### config.mk
export PLATFORM = sky130hd
export DESIGN_NAME = ddr_burst_arbiter
export DESIGN_NICKNAME = d
export VERILOG_FILES = /design/src/rtl/ddr_burst_arbiter.sv
export SDC_FILE = /design/constraint.sdc
export NUM_CORES = 1
export LEC_CHECK = 0
export CAP_MARGIN = 10
export CORE_MARGIN = 3
export CORE_UTILIZATION = 48
export CTS_CLUSTER_DIAMETER = 200
export DETAILED_ROUTE_END_ITERATION = 12
export PLACE_DENSITY = 0.88
export SYNTH_ARGS = -nofsm -noshare
export SYNTH_HDL_FRONTEND = slang
export SYNTH_SLANG_ARGS = --single-unit
### constraint.sdc
create_clock -name clk -period 3.5 [get_ports clk]
set_clock_uncertainty 0.15 [all_clocks]
set_input_delay 0.525 -clock clk [delete_from_list [all_inputs] [get_ports clk]]
set_output_delay 0.525 -clock clk [all_outputs]
set_load 0.02 [all_outputs]
### src/rtl/ddr_burst_arbiter.sv
`timescale 1ns/1ps
// ddr_burst_arbiter
// Arbitrates write bursts (rx packet FIFO -> DDR ring) and read bursts
// (DDR ring -> playback FIFO) onto a single DDR command port. The DDR
// region is managed as a ring of 2^DEPTH_LOG2 bursts. Playback starts
// once START_THRESH bursts are stored. After rxEnd, the ring is drained
// until it is empty; then playDone pulses and the ring restarts at slot 0.
//
// Ports
//   clk        sole clock, rising edge
//   reset      asynchronous active-high reset
//   wrReq      rx FIFO holds at least one full burst
//   wrGrant    one-cycle pulse when a write command is accepted
//   rdReq      playback FIFO has room for one burst
//   rdGrant    one-cycle pulse when a read command is accepted
//   rxEnd      one-cycle pulse marking end of reception (starts drain)
//   cmd_valid  DDR command valid
//   cmd_ready  DDR controller accepts command
//   cmd_write  1 = write burst, 0 = read burst
//   cmd_addr   burst start address
//   occupancy  bursts stored and not yet read
//   full       ring holds 2^DEPTH_LOG2 bursts
//   empty      ring holds no bursts
//   playDone   one-cycle pulse when drain completes
//
// state    | meaning
// ---------+-------------------------------------------------------------
// IDLE     | no command outstanding; requests sampled, drain completion
// ISSUE_WR | write command presented, waiting for cmd_ready
// ISSUE_RD | read command presented, waiting for cmd_ready

module ddr_burst_arbiter #(
    parameter int ADDR_W       = 28,
    parameter int DEPTH_LOG2   = 12,
    parameter int BURST_STEP   = 8,
    parameter int BASE_ADDR    = 0,
    parameter int START_THRESH = 16
) (
    input  logic                  clk,
    input  logic                  reset,
    input  logic                  wrReq,
    output logic                  wrGrant,
    input  logic                  rdReq,
    output logic                  rdGrant,
    input  logic                  rxEnd,
    output logic                  cmd_valid,
    input  logic                  cmd_ready,
    output logic                  cmd_write,
    output logic [ADDR_W-1:0]     cmd_addr,
    output logic [DEPTH_LOG2:0]   occupancy,
    output logic                  full,
    output logic                  empty,
    output logic                  playDone
);

    typedef enum logic [1:0] {
        IDLE     = 2'd0,
        ISSUE_WR = 2'd1,
        ISSUE_RD = 2'd2
    } state_t;

    localparam logic [ADDR_W-1:0]     BASE_A   = ADDR_W'(BASE_ADDR);
    localparam logic [ADDR_W-1:0]     STEP_A   = ADDR_W'(BURST_STEP);
    localparam logic [DEPTH_LOG2:0]   OCC_FULL = {1'b1, {DEPTH_LOG2{1'b0}}};
    localparam logic [DEPTH_LOG2:0]   OCC_ONE  = (DEPTH_LOG2+1)'(1);
    localparam logic [DEPTH_LOG2-1:0] PTR_ONE  = DEPTH_LOG2'(1);
    // Threshold compared in 32 bits so a threshold above the ring depth
    // simply never starts playback instead of wrapping to a small value.
    localparam logic [31:0]           THRESH_U = 32'(START_THRESH);

    state_t                  state_q;
    state_t                  state_d;
    logic [DEPTH_LOG2-1:0]   wr_ptr_q;
    logic [DEPTH_LOG2-1:0]   rd_ptr_q;
    logic [DEPTH_LOG2:0]     occ_q;
    logic [DEPTH_LOG2:0]     occ_d;
    logic                    drain_q;
    logic                    playing_q;
    logic                    last_wr_q;
    logic                    cmd_write_q;
    logic [ADDR_W-1:0]       cmd_addr_q;
    logic                    wr_elig;
    logic                    rd_elig;

    function automatic logic [ADDR_W-1:0] burst_addr(input logic [DEPTH_LOG2-1:0] ptr);
        return BASE_A + ADDR_W'(ptr) * STEP_A;
    endfunction

    assign empty     = (occ_q == '0);
    assign full      = (occ_q == OCC_FULL);
    assign occupancy = occ_q;
    assign cmd_write = cmd_write_q;
    assign cmd_addr  = cmd_addr_q;

    assign wr_elig = wrReq && !full;
    assign rd_elig = rdReq && !empty && (playing_q || drain_q);

    always_ff @(posedge clk or posedge reset) begin
        if (reset) begin
            state_q <= IDLE;
        end else begin
            state_q <= state_d;
        end
    end

    always_comb begin
        state_d   = state_q;
        cmd_valid = 1'b0;
        wrGrant   = 1'b0;
        rdGrant   = 1'b0;
        playDone  = 1'b0;
        case (state_q)
            IDLE: begin
                // Drain completion takes the whole cycle: the pointers are
                // rewound now, so no command may pick up a stale address.
                if (drain_q && empty) begin
                    playDone = 1'b1;
                end else if (wr_elig && rd_elig) begin
                    state_d = last_wr_q ? ISSUE_RD : ISSUE_WR;
                end else if (wr_elig) begin
                    state_d = ISSUE_WR;
                end else if (rd_elig) begin
                    state_d = ISSUE_RD;
                end
            end
            ISSUE_WR: begin
                cmd_valid = 1'b1;
                if (cmd_ready) begin
                    wrGrant = 1'b1;
                    state_d = IDLE;
                end
            end
            ISSUE_RD: begin
                cmd_valid = 1'b1;
                if (cmd_ready) begin
                    rdGrant = 1'b1;
                    state_d = IDLE;
                end
            end
            default: begin
                state_d = IDLE;
            end
        endcase
    end

    always_comb begin
        occ_d = occ_q;
        if (wrGrant) begin
            occ_d = occ_q + OCC_ONE;
        end else if (rdGrant) begin
            occ_d = occ_q - OCC_ONE;
        end
    end

    always_ff @(posedge clk or posedge reset) begin
        if (reset) begin
            wr_ptr_q    <= '0;
            rd_ptr_q    <= '0;
            occ_q       <= '0;
            drain_q     <= 1'b0;
            playing_q   <= 1'b0;
            last_wr_q   <= 1'b0;
            cmd_write_q <= 1'b0;
            cmd_addr_q  <= BASE_A;
        end else begin
            occ_q <= occ_d;

            // Command fields are captured once on entry to ISSUE_* and then
            // held until the handshake, independent of later pointer moves.
            if (state_q == IDLE && state_d == ISSUE_WR) begin
                cmd_write_q <= 1'b1;
                cmd_addr_q  <= burst_addr(wr_ptr_q);
            end else if (state_q == IDLE && state_d == ISSUE_RD) begin
                cmd_write_q <= 1'b0;
                cmd_addr_q  <= burst_addr(rd_ptr_q);
            end

            if (wrGrant) begin
                wr_ptr_q  <= wr_ptr_q + PTR_ONE;
                last_wr_q <= 1'b1;
            end
            if (rdGrant) begin
                rd_ptr_q  <= rd_ptr_q + PTR_ONE;
                last_wr_q <= 1'b0;
            end

            if (playDone) begin
                wr_ptr_q  <= '0;
                rd_ptr_q  <= '0;
                drain_q   <= 1'b0;
                playing_q <= 1'b0;
            end else begin
                if (rxEnd) begin
                    drain_q <= 1'b1;
                end
                // Using the post-update occupancy lets playback become
                // eligible in the same IDLE cycle the threshold is reached.
                if (32'(occ_d) >= THRESH_U) begin
                    playing_q <= 1'b1;
                end
            end
        end
    end

endmodule

* Word level (Yosys, flattened, before mapping)
Index checks and enable logic that the tools add are counted.
** Storage, ports and cells
- Bits in registers :: 71
- Latch bits :: 0
- Bits in writable memories :: 0
- Memory bits (read-only) :: 0
- Logic and storage cells :: 67
- Memories :: 0
** Operators by class
- Add/sub/neg operators :: 4
- Multipliers :: 0
- Div/mod/pow operators :: 0
- $lt $le $gt $ge :: 1
- Eq/ne operators :: 5
- Shift-type cells :: 0
- Multiplexer cells :: 29
- Bitwise operators :: 0
- Reduce and logical (&&, ||, !) cells :: 19
** Operators by type and width (number)
- $mux 28 :: 2
- $mux 12 :: 4
- $mux 13 :: 2
- $add 12x1->12 const B :: 2
- $mux 1 :: 14
- $add 13x1->13 const B :: 1
- $eq 13x13->1 const B :: 1
- $ge 13x5->1 const B :: 1
- $logic_not 13->1 :: 1
- $sub 13x1->13 const B :: 1
- $mux 2 :: 6
- $reduce_bool 2->1 :: 6
- $logic_and 1x1->1 :: 7
- $eq 2x1->1 const B :: 2
- $eq 2x2->1 const B :: 2
- $pmux 2 s2 :: 1
- $logic_not 1->1 :: 2
- $logic_not 2->1 :: 1
- $reduce_or 2->1 :: 1
- $logic_or 1x1->1 :: 1

* Depth between registers and ports, before layout
Gate-level depths: netlist of run 1.
- Depth in word-level cells :: 13
- Gate-level depth with buffers :: 11
- Gate-level depth less buffers :: 9

* Worst setup path after synthesis of run 1
No wires, ideal clock.
- Path kind :: reg-to-reg
- Start point :: register occ_q[0] (netlist: occupancy[0])
- End point :: register cmd_addr_q[10] (netlist: cmd_addr[10])
- Library setup time :: 0.125 ns
- Arrival :: 3.303 ns
- Setup slack :: -0.078 ns
- Stages on the path, launching flop included :: 12
- Buffers on the path :: 2
- Period minus slack after synthesis :: 3.578 ns
- Path through :: dfrtp_1 inv_1 ha_1 or3b_2 clkbuf_1 or4_4 inv_1 o21ai_0 a211oi_2 buf_2 mux2_2 mux2_4
** On the way
- Longest elaborated chain between the ends :: 12
- Elaborated cells on any way between the ends :: 20
- Classes of those cells :: eq/ne (3); mux (6); reduce/logical (11)
** Ends and longest elaborated chain
- from (decl) :: RTL line 75 : logic [DEPTH_LOG2:0] occ_q;
- from (signal assigned) :: RTL line 159 : occ_q <= '0;
- from (signal assigned) :: RTL line 166 : occ_q <= occ_d;
- $logic_not 13->1 * :: RTL line 89 : assign empty = (occ_q == '0);
- net empty :: RTL line 52 : output logic empty,
- $logic_not 1->1 :: RTL line 96 : assign rd_elig = rdReq && !empty && (playing_q || drain_q);
- $logic_and 1x1->1 (2 in a row) :: RTL line 96
- $mux 2 :: RTL line 122 : end else if (rd_elig) begin
- $mux 2 :: RTL line 120 : end else if (wr_elig) begin
- $mux 2 :: RTL line 118 : end else if (wr_elig && rd_elig) begin
- $mux 2 * :: RTL line 116 : if (drain_q && empty) begin
- $pmux 2 s2 * :: RTL line 112 : case (state_q)
- $eq 2x1->1 / $eq 2x2->1 (equally long branches) :: RTL line 170, 173
- $logic_and 1x1->1, on equally long branches :: RTL line 170, 173
- $mux 28 / $reduce_bool 2->1 (equally long branches)
- to (signal assigned) :: RTL line 172 : cmd_addr_q <= burst_addr(wr_ptr_q);
- to (signal assigned) :: RTL line 175 : cmd_addr_q <= burst_addr(rd_ptr_q);
- to (decl) :: RTL line 81 : logic [ADDR_W-1:0] cmd_addr_q;
Mark *: on every way through the listed nets, which the timed path passes. The rest lies on a longest branch.
A chain may end at the register's enable or synchronous reset.

* Final worst setup path of run 1
- Start point :: register occ_q[8] (netlist: occupancy[8])
- End point :: output empty
** On the way
- Longest elaborated chain between the ends :: 1
** Ends and longest elaborated chain (RTL line)
- $logic_not 13->1 :: 89
- to (decl) :: 52
No other way between the ends.

==> results by group, run 1 <==
Setup path
  – Worst Setup SP: occupancy[8]
  – FF-to-FF path depth: 7
  – Worst path top cell family by delay: simple AND/OR/NAND/NOR gates
  – Crit Path Max Fanout: 6
  – R2r startpoint: occupancy[8]
  – Worst path bufs/invs: 2
  – WP data arrival: 2.65 ns
  – Worst EP required: 2.82 ns
  – Type of origin of the critical path: flop
  – R2R setup slack: roughly 0.21 ns
  – Critical Path Stages: 4
  – Slowest CP cell: or4_1
  – CP max stage delay: 0.64 ns
  – Critical-path cell list: or4_1 -> or4_4 -> clkinvlp_4 -> clkdlybuf4s50_1
  – CP Capture Type: output port
  – Crit path kind: flop to output port

Power
  – Static Leak: 1.65 nW
  – Power Dens Cells: 725 mW/mm²
  – Net load switching power: approximately 0.0011 W
  – Clock network fraction of total power: between 10% and 20%
  – Int Pwr: approximately 0.0016 W
  – Combinational fraction of design power: 50.8%
  – Seq pwr share: a little over a third
  – Switching Fraction: around two fifths
  – Peak VDD IR: around 0.54 mV

STA
  – Setup TNS: 0 ns
  – RSZ-0062 raised after global routing: no
  – Worst Max-Slew Pin Slew: about 0.53 ns
  – Slew headroom: between 60% and 70%
  – Maximum clock frequency: between 0.3 and 0.4 GHz
  – Period utilization: a little over nine tenths
  – Final Hold Viols: 0
  – Final Critical Period: roughly 3.3 ns
  – Slew Limit Fails: 0
  – Setup-failing EPs final: 0

Logic synthesis
  – Synth top area cells: dfrtp_1, mux2_2, mux2_4
  – Yosys top cell by area: dfrtp_1
  – Post-synth EDFFs: 0
  – Sequential area share after synthesis: 44.0%
  – Register bit total from synthesis: 55
  – Post-synthesis average cell area: approximately 10 µm²
  – Main flop type after synthesis: dfrtp_1
  – FFs w/ async S/R, synth: between 90% and 100%
  – Gate Count Post-Synth: 306
  – Unique cell type count in the Yosys netlist: just over 50
  – Syn. warnings: 0
  – Share of the synthesized area in the top cell type: 44.0%
  – Post-synthesis cell area: 0.00313 mm²

Route
  – Post-DRT Antenna Nets: 0
  – Residual DRC count: 0
  – Drt wl/cell: between 15 and 20 µm
  – Routed WL: 6.98 mm
  – Initial drt markers: 220
  – Routed vias/inst: between 5 and 6
  – Via Count: roughly 2400
  – Router iterations before antenna repair: 4

Layout
  – Share of cells above drive strength 1: around 17%
  – Nets: 370
  – Commonest non-fill, non-tap cells in the layout: dfrtp_1, nor2_1, clkdlybuf4s50_1, nand2_1
  – Final non-filler cell total: 432
  – Antenna Cells: 0
  – Area growth from synthesis to layout: 18.6%
  – Commonest non-fill, non-tap cell in the layout: dfrtp_1

Floorplan
  – Total core area: 0.00610 mm²
  – Die width: 86.7 µm
  – IO Pins: 54
  – Die H: 86.7 µm
  – FP Rows: 28
  – Initial Util: roughly 50%
  – DIE AREA: approximately 0.0075 mm²

Clocking
  – CTS tree: done
  – Post-CTS sizing: 1
  – Clock buffer depth: 2
  – Clk_lat worst skew: between 0.3 and 0.4 ns
  – Clock sinks: 55
  – # hold bufs at CTS: 0
  – CTS root buffer: clkbuf_8
  – Cts bufs inserted: 5
  – Setup bufs post-CTS: 0
  – # H-tree levels: 2
  – Clock-pin slew on the worst setup and hold paths: around 0.11 ns

Flow run
  – Max Cap Viol: 0

Placement
  – DP HPWL: 4.98 mm
  – Post-placement cell count: between 400 and 500
  – IO buf count: 37
  – GPL Wtd Cong: between 0.9 and 1

Run status
  – Outcome: finished clean

GRT
  – Pin count of the biggest net entering global routing: 27
  – Remaining Overflow, GRT: 0
  – Initial antenna violation count: 0
  – Number of global-route vias before repair: ~2400
  – First-pass GRT wire length: roughly 12 mm
  – Total global-route track usage: between 10% and 20%

Worst hold path
  – Worst hold path class: primary input to asynchronous set/reset pin
## layer usage
| layer | vias up | GRT usage [%] | wire (µm) |
|---|---|---|---|
| li1 | 1142 | - | - |
| met1 | 1190 | 27.0 | 3080 |
| met2 | 77 | 31.6 | 3400 |
| met3 | 11 | 4.18 | 361 |
| met4 | 0 | 7.08 | 140 |
| met5 | - | 0 | 0 |
## layout make-up
cell class              instances  area (µm²)
clock buffers                   5        68.8
clock inverters                 3        27.5
fillers                       507        2390
inverters                      11        45.0
multi-input cells             229        1590
flip-flops and latches         55        1380
well taps                      75        93.8
repair buffers                 54         509
## per-stage QoR
step	utilization [%]	cell area (µm²)	power (W)	hold WS, ns	setup WS [ns]
after floorplan	-	3190	0.00184	0.349	0.0250
after global placement	59.3	3610	0.00226	0.351	0.284
after detailed placement	59.3	3610	0.00230	0.343	0.230
after CTS	60.8	3710	0.00268	0.337	0.156
after global routing	60.8	3710	0.00285	0.351	0.0979
final	60.8	3710	0.00269	0.327	0.171
## logic make-up (layout without fill, tap and decap cells)
logic type                 count (synthesis)  after routing  share of synthesized area, %
muxes                                     24             24                          9.84
and+or+nand+nor                          111            111                          17.8
adders and majority gates                  8              8                          3.20
xor gates and xnor gates                  30             30                          8.40
other                                      1             16                         0.120
AOI/OAI and AO/OA                         40             40                          9.56
DFF                                       55             55                          44.0
buffers and inverters                     37             73                          7.00
## final timing paths
| check | end |
|---|---|
| max | empty |
| min | state_q[0] |
| max reg2reg | cmd_addr[13] |
| min reg2reg | cmd_addr[12] |
| max in group asynchronous | cmd_addr[4] |
| min in group clk | cmd_addr[12] |
## sequential cells by signal (all words and copies together) (netlist names)
register / count
wr_ptr_q: 12
playing_q: 1
occupancy: 13
rd_ptr_q: 12
cmd_write: 1
state_q: 2
cmd_addr: 12
drain_q: 1
last_wr_q: 1
## synth_stat cells (6+ instances only)
| cell type | count |
|---|---|
| inv_1 | 10 |
| nor2_1 | 38 |
| nand3_1 | 11 |
| buf_4 | 16 |
| mux2_4 | 10 |
| mux2_2 | 14 |
| and3_1 | 6 |
| ha_1 | 8 |
| nand2_1 | 19 |
| or3_1 | 7 |
| xor2_1 | 15 |
| o21ai_0 | 9 |
| dfrtp_1 | 55 |
| xnor2_1 | 15 |
| a21oi_1 | 9 |
## power by group through the flow
| stage | Sequential [W] | Clock [W] | Combinational, W |
|---|---|---|---|
| after floorplan | 0.00107 | 0 | 0.000776 |
| after global placement | 0.000948 | 0 | 0.00131 |
| after detailed placement | 0.000954 | 0 | 0.00135 |
| after CTS | 0.000945 | 0.000380 | 0.00136 |
| after global routing | 0.000972 | 0.000407 | 0.00148 |
| final | 0.000949 | 0.000375 | 0.00136 |
Note: power is estimated with default switching activity, not from simulation.
==> inputs of run 2 (changes only) <==
--- a/config.mk
+++ b/config.mk
@@ -7,10 +7,10 @@
 export LEC_CHECK = 0
 export CAP_MARGIN = 10
 export CORE_MARGIN = 3
-export CORE_UTILIZATION = 48
+export CORE_UTILIZATION = 50
 export CTS_CLUSTER_DIAMETER = 200
 export DETAILED_ROUTE_END_ITERATION = 12
-export PLACE_DENSITY = 0.88
+export PLACE_DENSITY = 0.76
 export SYNTH_ARGS = -nofsm -noshare
 export SYNTH_HDL_FRONTEND = slang
 export SYNTH_SLANG_ARGS = --single-unit
==> constraint.sdc (replaced) <==
create_clock -name clk -period 3.13 [get_ports clk]
set_clock_uncertainty 0.15 [all_clocks]
set_input_delay 0.4695 -clock clk [delete_from_list [all_inputs] [get_ports clk]]
set_output_delay 0.4695 -clock clk [all_outputs]
set_load 0.02 [all_outputs]
==> results by group, run 2 (synthesis gave the netlist of run 1 again) <==
Setup path
  – FF-to-FF path depth: 7 (unchanged)
  – Critical Path Stages: 7 (+3)
  – Crit Path Max Fanout: 13 (+7)
  – Crit path kind: flop to flop
  – Type of origin of the critical path: flop
  – Critical-path cell list: or4_4 -> or4_4 -> a31o_2 -> a211oi_2 -> buf_12 -> mux2_2 -> mux2_2
  – Worst path top cell family by delay: simple AND/OR/NAND/NOR gates
  – Worst EP required: 3.17 ns (+0.35 ns)
  – CP max stage delay: 0.57 ns (-0.07 ns)
  – WP data arrival: 3.19 ns (+0.54 ns)
  – CP Capture Type: flop
  – Worst path bufs/invs: 1 (-1)
  – Slowest CP cell: or4_4

GRT
  – Pin count of the biggest net entering global routing: 30 (+11%)
  – First-pass GRT wire length: 12.1 mm (+3.1%)
  – Number of global-route vias before repair: 2485 (+4.5%)
  – Initial antenna violation count: 0 (unchanged)
  – Total global-route track usage: 20.7% (+0.81 points)
  – Remaining Overflow, GRT: 0 (unchanged)

Layout
  – Fill cells: 502 (-0.99%)
  – Area growth from synthesis to layout: 22.4%
  – Commonest non-fill, non-tap cell in the layout: dfrtp_1
  – Max reg flops: 13 (unchanged)
  – Nets: 382 (+3.2%)
  – Share of cells above drive strength 1: 22.3% (+5.2 points)
  – Commonest non-fill, non-tap cells in the layout: dfrtp_1, nor2_1, clkdlybuf4s50_1, buf_4, nand2_1
  – Antenna Cells: 0 (unchanged)

Clocking
  – Clock sinks: 55 (unchanged)
  – Clock buffer depth: 2 (unchanged)
  – Clock-pin slew on the worst setup and hold paths: 0.10 ns (about the same)
  – # H-tree levels: 2 (unchanged)
  – CTS tree: done
  – CTS root buffer: clkbuf_8
  – Cts bufs inserted: 5 (unchanged)
  – Clk_lat worst skew: 0.31 ns (about the same)

STA
  – Final Critical Period: ~3.1 ns
  – Maximum clock frequency: around 0.32 GHz
  – Worst Max-Slew Pin Slew: 0.595 ns (+0.0696 ns)
  – RSZ-0062 raised after global routing: yes
  – Final Hold Viols: 0 (unchanged)
  – Slew headroom: 60.3% (-4.2 points)
  – Slew Limit Fails: 0 (unchanged)
  – Worst hold margin: 0.367 ns (+0.0401 ns)
  – Setup ws final: -0.0150 ns (-0.186 ns)
  – Setup-failing EPs final: 6 (+6)
  – Setup TNS: -0.0354 ns (-0.0354 ns)
  – Period utilization: 100%

Floorplan
  – Total core area: 0.00599 mm² (-1.7%)
  – Die width: 85.1 µm (-1.9%)
  – IO Pins: 54 (unchanged)
  – Initial Util: 52.2% (+0.90 points)
  – DIE AREA: 0.00724 mm² (-3.7%)
  – Die H: 85.1 µm (-1.9%)
  – FP Rows: 28 (unchanged)

Placement
  – Setup WS pre-CTS: -0.0174 ns (-0.247 ns)
  – DP HPWL: 5.27 mm (+5.8%)
  – IO buf count: 37 (unchanged)
  – GPL Wtd Cong: 0.864 (-9.4%)

Flow run
  – Max Cap Viol: 0 (unchanged)

Route
  – Drt wl/cell: 15.9 µm (-1.4%)
  – Routed vias/inst: 5.59 (-0.23%)
  – Residual DRC count: 0 (unchanged)
  – Router iterations before antenna repair: 4 (unchanged)
  – Initial drt markers: 209 (-5.0%)
  – Routed WL: 7.06 mm (+1.1%)
  – Post-DRT Antenna Nets: 0 (unchanged)
  – Via Count: 2476 (+2.3%)

Run status
  – Failing checks: negative setup slack
  – Outcome: finished, violations left

Worst hold path
  – Min-Delay Path Depth: 1
  – Worst hold path class: flop to flop

Power
  – Power Dens Cells: 813 mW/mm² (+12%)
  – Peak VDD IR: 0.508 mV (-5.6%)
  – Static Leak: 1.71 nW (+3.4%)
[run 2: final cells by class]
type | instances | area (µm²) | share of cell area [%]
clock buffer | 6 | 72.6 | 1.90
tap | 75 | 93.8 | 2.45
multi-input combinational | 229 | 1610 | 42.0
timing repair buffer | 66 | 619 | 16.2
clock inverter | 1 | 7.51 | 0.196
inverter | 11 | 45.0 | 1.18
sequential | 55 | 1380 | 36.1
[run 2: power by group]
part / switching, W / internal, W / total (W) / leakage [nW]
registers: 0.000144 / 0.000885 / 0.00103 / 0.715
clock network: 0.000227 / 0.000154 / 0.000381 / 0.0373
logic: 0.000865 / 0.000833 / 0.00170 / 0.954
[run 2: layer usage]
| metal | routed length (µm) | part of all wire (%) | track usage [%] | vias up |
|---|---|---|---|---|
| met4 | 80 | 1.1 | 6.04 | 0 |
| met1 | 3230 | 46 | 30.3 | 1229 |
| met3 | 307 | 4.3 | 2.72 | 9 |
| met2 | 3440 | 49 | 32.3 | 79 |
| met5 | 0 | 0 | 0 | - |
| li1 | - | - | - | 1159 |
[run 2: what timing repair did]
item                       4_1_cts  5_1_grt
hold buffers                     0        0
pin swaps                        2        0
setup endpoints to repair       14       13
setup buffers                    1        0
gates resized for setup          4        3
[run 2: stage by stage]
stage          util, %  instance area, µm²  std cells  power [W]
2_1_floorplan        -                3210        321    0.00208
3_3_place_gp      62.3                3730        435    0.00265
3_5_place_dp      62.3                3730        435    0.00269
4_1_cts           63.8                3820        443    0.00311
5_1_grt           63.9                3830        443    0.00331
6_report          63.9                3830        443    0.00311
[run 2: worst register-to-register path: cells and delay by family, from the launching register on]
kind | cells | cell delay [ns]
flops | 1 | 0.41
simple gates | 2 | 1.10
mux | 2 | 0.61
buf+inv | 1 | 0.18
compound gates | 2 | 0.57
[run 2: path summary, 6_finish.rpt]
kind | from | endpoint | slack, ns
min in group asynchronous | reset | occupancy[3] | 0.39
max | occupancy[4] | cmd_addr[13] | -0.01
max in group asynchronous | reset | occupancy[8] | 1.86
min reg2reg | cmd_addr[7] | cmd_addr[7] | 0.37
min | cmd_addr[7] | cmd_addr[7] | 0.37
max reg2reg | occupancy[4] | cmd_addr[13] | -0.01
==> inputs of run 3 (changes only) <==
--- a/config.mk
+++ b/config.mk
@@ -8,7 +8,7 @@
 export CAP_MARGIN = 10
 export CORE_MARGIN = 3
 export CORE_UTILIZATION = 50
-export CTS_CLUSTER_DIAMETER = 200
+export CTS_CLUSTER_DIAMETER = 100
 export DETAILED_ROUTE_END_ITERATION = 12
 export PLACE_DENSITY = 0.76
 export SYNTH_ARGS = -nofsm -noshare
==> results of run 3 <==
Same layout as run 2: the final DEF is identical, and so are final timing and power.
==> variant: new RTL, settings of run 3 <==
Encoding of `state_t`: now one-hot (3 bits for 3 states).
--- a/src/rtl/ddr_burst_arbiter.sv
+++ b/src/rtl/ddr_burst_arbiter.sv
@@ -53,10 +53,10 @@
     output logic                  playDone
 );
 
-    typedef enum logic [1:0] {
-        IDLE     = 2'd0,
-        ISSUE_WR = 2'd1,
-        ISSUE_RD = 2'd2
+    typedef enum logic [2:0] {
+        IDLE     = 3'b001,
+        ISSUE_WR = 3'b010,
+        ISSUE_RD = 3'b100
     } state_t;
 
     localparam logic [ADDR_W-1:0]     BASE_A   = ADDR_W'(BASE_ADDR);
Behaviour: no difference found for any inputs over 10 cycles, from zero or initial values and one cycle with reset high; not proved beyond that.
==> variant against run 3 <==
  * Sequential cell count increased by 1
  * Critical path depth decreased by 3
  * Cell area decreased by 2.4%
  * Total power decreased by 5.1%
  * Routed wire length decreased by 4.9%
  * First-iteration DRC count decreased by 26%
  * Worst setup slack improved by 0.15 ns
  * Synthesized area increased by 4.0%
  * Critical path type is now reg -> out
  * Largest cell class unchanged
  * Highest routed layer unchanged
==> variant: results (changes against run 3) <==
diode count: 0 (unchanged)
CP max stage cell: clkdlybuf4s50_1
worst slew pin tran: 0.539 ns (-0.0562 ns)
DR top layer: met4
Met2 Wirelength: 3180 um (-7.7%)
leakage power: 1.75 nW (+2.6%)
max reg flops: 13 (unchanged)
max incr delay on CP: 0.66 ns (+0.09 ns)
RePlAce Congestion: 0.879 (+1.8%)
Crit. Startpoint: occupancy[5]
Layout Nets: 359 (-6.0%)
CTS clk-pin slew, worst paths: 0.10 ns (about the same)
layout cells sized above 1: 0.149 (-0.0738)
vias in the first global route: 2357 (-5.2%)
metal1 wirelength: 3050 um (-5.6%)
Min-Delay Path Class: reg -> reg
fillers: 526 (+4.8%)
Longest Clk Path Bufs: 2 (unchanged)
peak supply drop: 589 uV (+16%)
share of flip-flops with an asynchronous set or reset: 1.00 (unchanged)
first-pass GRT wire length: 11600 um (-4.2%)
Skew-Pair Late Insertion Delay: 0.32 ns
setup slack, reg-to-reg: 0.42 ns (+0.43 ns)
drt wl/cell: 15.8 um (-0.65%)
Area contributors post-synth: dfrtp_1, mux2_4, xor2_1
commonest cells in the netlist: dfrtp_1, nor2_1, nand2_1, mux2_4
I/O Buffers: 37 (unchanged)
Cell variety after synth: 51 (unchanged)
DRT Pass-1 Iters: 4 (unchanged)
Inserted Clock Buffers: 5 (unchanged)
DR WL met3: 358 um (+17%)
status: completed
H-tree depth: 2 (unchanged)
crit path DAT: 2.37 ns (-0.82 ns)
dpl hpwl: 4930 um (-6.5%)
Yosys warnings: 0 (unchanged)
non-filler instance count after layout: 424 (-4.3%)
post-synthesis sequential area ratio: 0.431 (-0.00886)
Post-synth EDFFs: 0 (unchanged)
GRT Total Usage: 0.196 (-0.0109)
clk root buf: clkbuf_8
DRT iter0 DRCs: 155 (-26%)
end of the critical path: empty
reg2reg end: cmd_addr[13]
CP top delay family: simple AND/OR/NAND/NOR gates
Setup TNS: 0 ns (+0.0354 ns)
Syn Inst Count: 308 (+0.65%)
top_reg_cell synth: dfrtp_1
Via-to-Cell Ratio: 5.62 (+0.56%)
CP max FO: 9 (-4)
largest net degree at the start of global routing: 28 (-6.7%)
## variant: changes by cell type after synthesis, sizes merged, moves of 3 or more
cell	delta
a21o	+4
buf	+3
ha	-3
mux2i	+5
nand3	-4
nand4	+10
nor2	-5
o31ai	+3
or4	-3
## variant: cell type report
cell class / instances / area share
Multi-Input combinational cell: 231 / 0.449
Sequential cell: 56 / 0.375
Timing Repair Buffer: 46 / 0.118
Tap cell: 75 / 0.0251
Clock buffer: 5 / 0.0184
Inverter: 8 / 0.00804
Clock inverter: 3 / 0.00603
## variant: worst register-to-register path: stages (launching register included)
cell	delay, ns
dfrtp_1	0.51
nor4_4	0.47
nand4_1	0.26
nor3b_1	0.23
o21ai_2	0.11
buf_4	0.25
mux2_2	0.37
mux2_2	0.26
## variant: worst min path at each step
stage	start	slack, ns	end	cells past startpoint
global route	cmd_write	0.38	cmd_write	2
detailed placement	cmd_write	0.33	cmd_write	2
floorplan	last_wr_q	0.32	last_wr_q	2
finish	cmd_write	0.35	cmd_write	2
global placement	cmd_write	0.32	cmd_write	2
CTS	cmd_write	0.36	cmd_write	2
## variant: timing repair
action / in CTS / in global routing
buffers inserted: 0 / 0
gates resized for setup: 0 / 1
endpoints found under the setup margin: 0 / 1
## variant: per-layer routing
metal	vias to the layer above	GRT usage
met5	-	0
met4	0	0.0637
met3	10	0.0295
met2	73	0.313
met1	1172	0.276
li1	1128	-
## variant: through the flow
stage	hold slack, ns	cell area [um2]	total power (W)	util	worst slack [ns]
floorplan	0.317	3310	0.00212	-	0.630
global placement	0.322	3640	0.00250	0.597	0.317
detailed placement	0.326	3640	0.00255	0.597	0.252
CTS	0.360	3730	0.00297	0.612	0.0196
global route	0.379	3740	0.00315	0.613	0.0243
finish	0.349	3740	0.00295	0.613	0.139
## variant: cells by family (layout without fill, tap and decap cells)
group | count (synthesis) | after routing | share of synthesized area
DFF | 56 | 56 | 0.431
buffers and inverters | 36 | 62 | 0.0700
AOI/OAI and AO/OA | 37 | 37 | 0.0773
xor gates and xnor gates | 30 | 30 | 0.0808
adders and majority gates | 5 | 5 | 0.0192
and+or+nand+nor | 116 | 116 | 0.208
other | 1 | 16 | 0.00115
muxes | 27 | 27 | 0.112
## variant: power breakdown
group	switching (W)	leakage [nW]	internal, W
Sequential	0.000269	0.737	0.000897
Combinational	0.000740	0.964	0.000641
Clock	0.000241	0.0485	0.000161
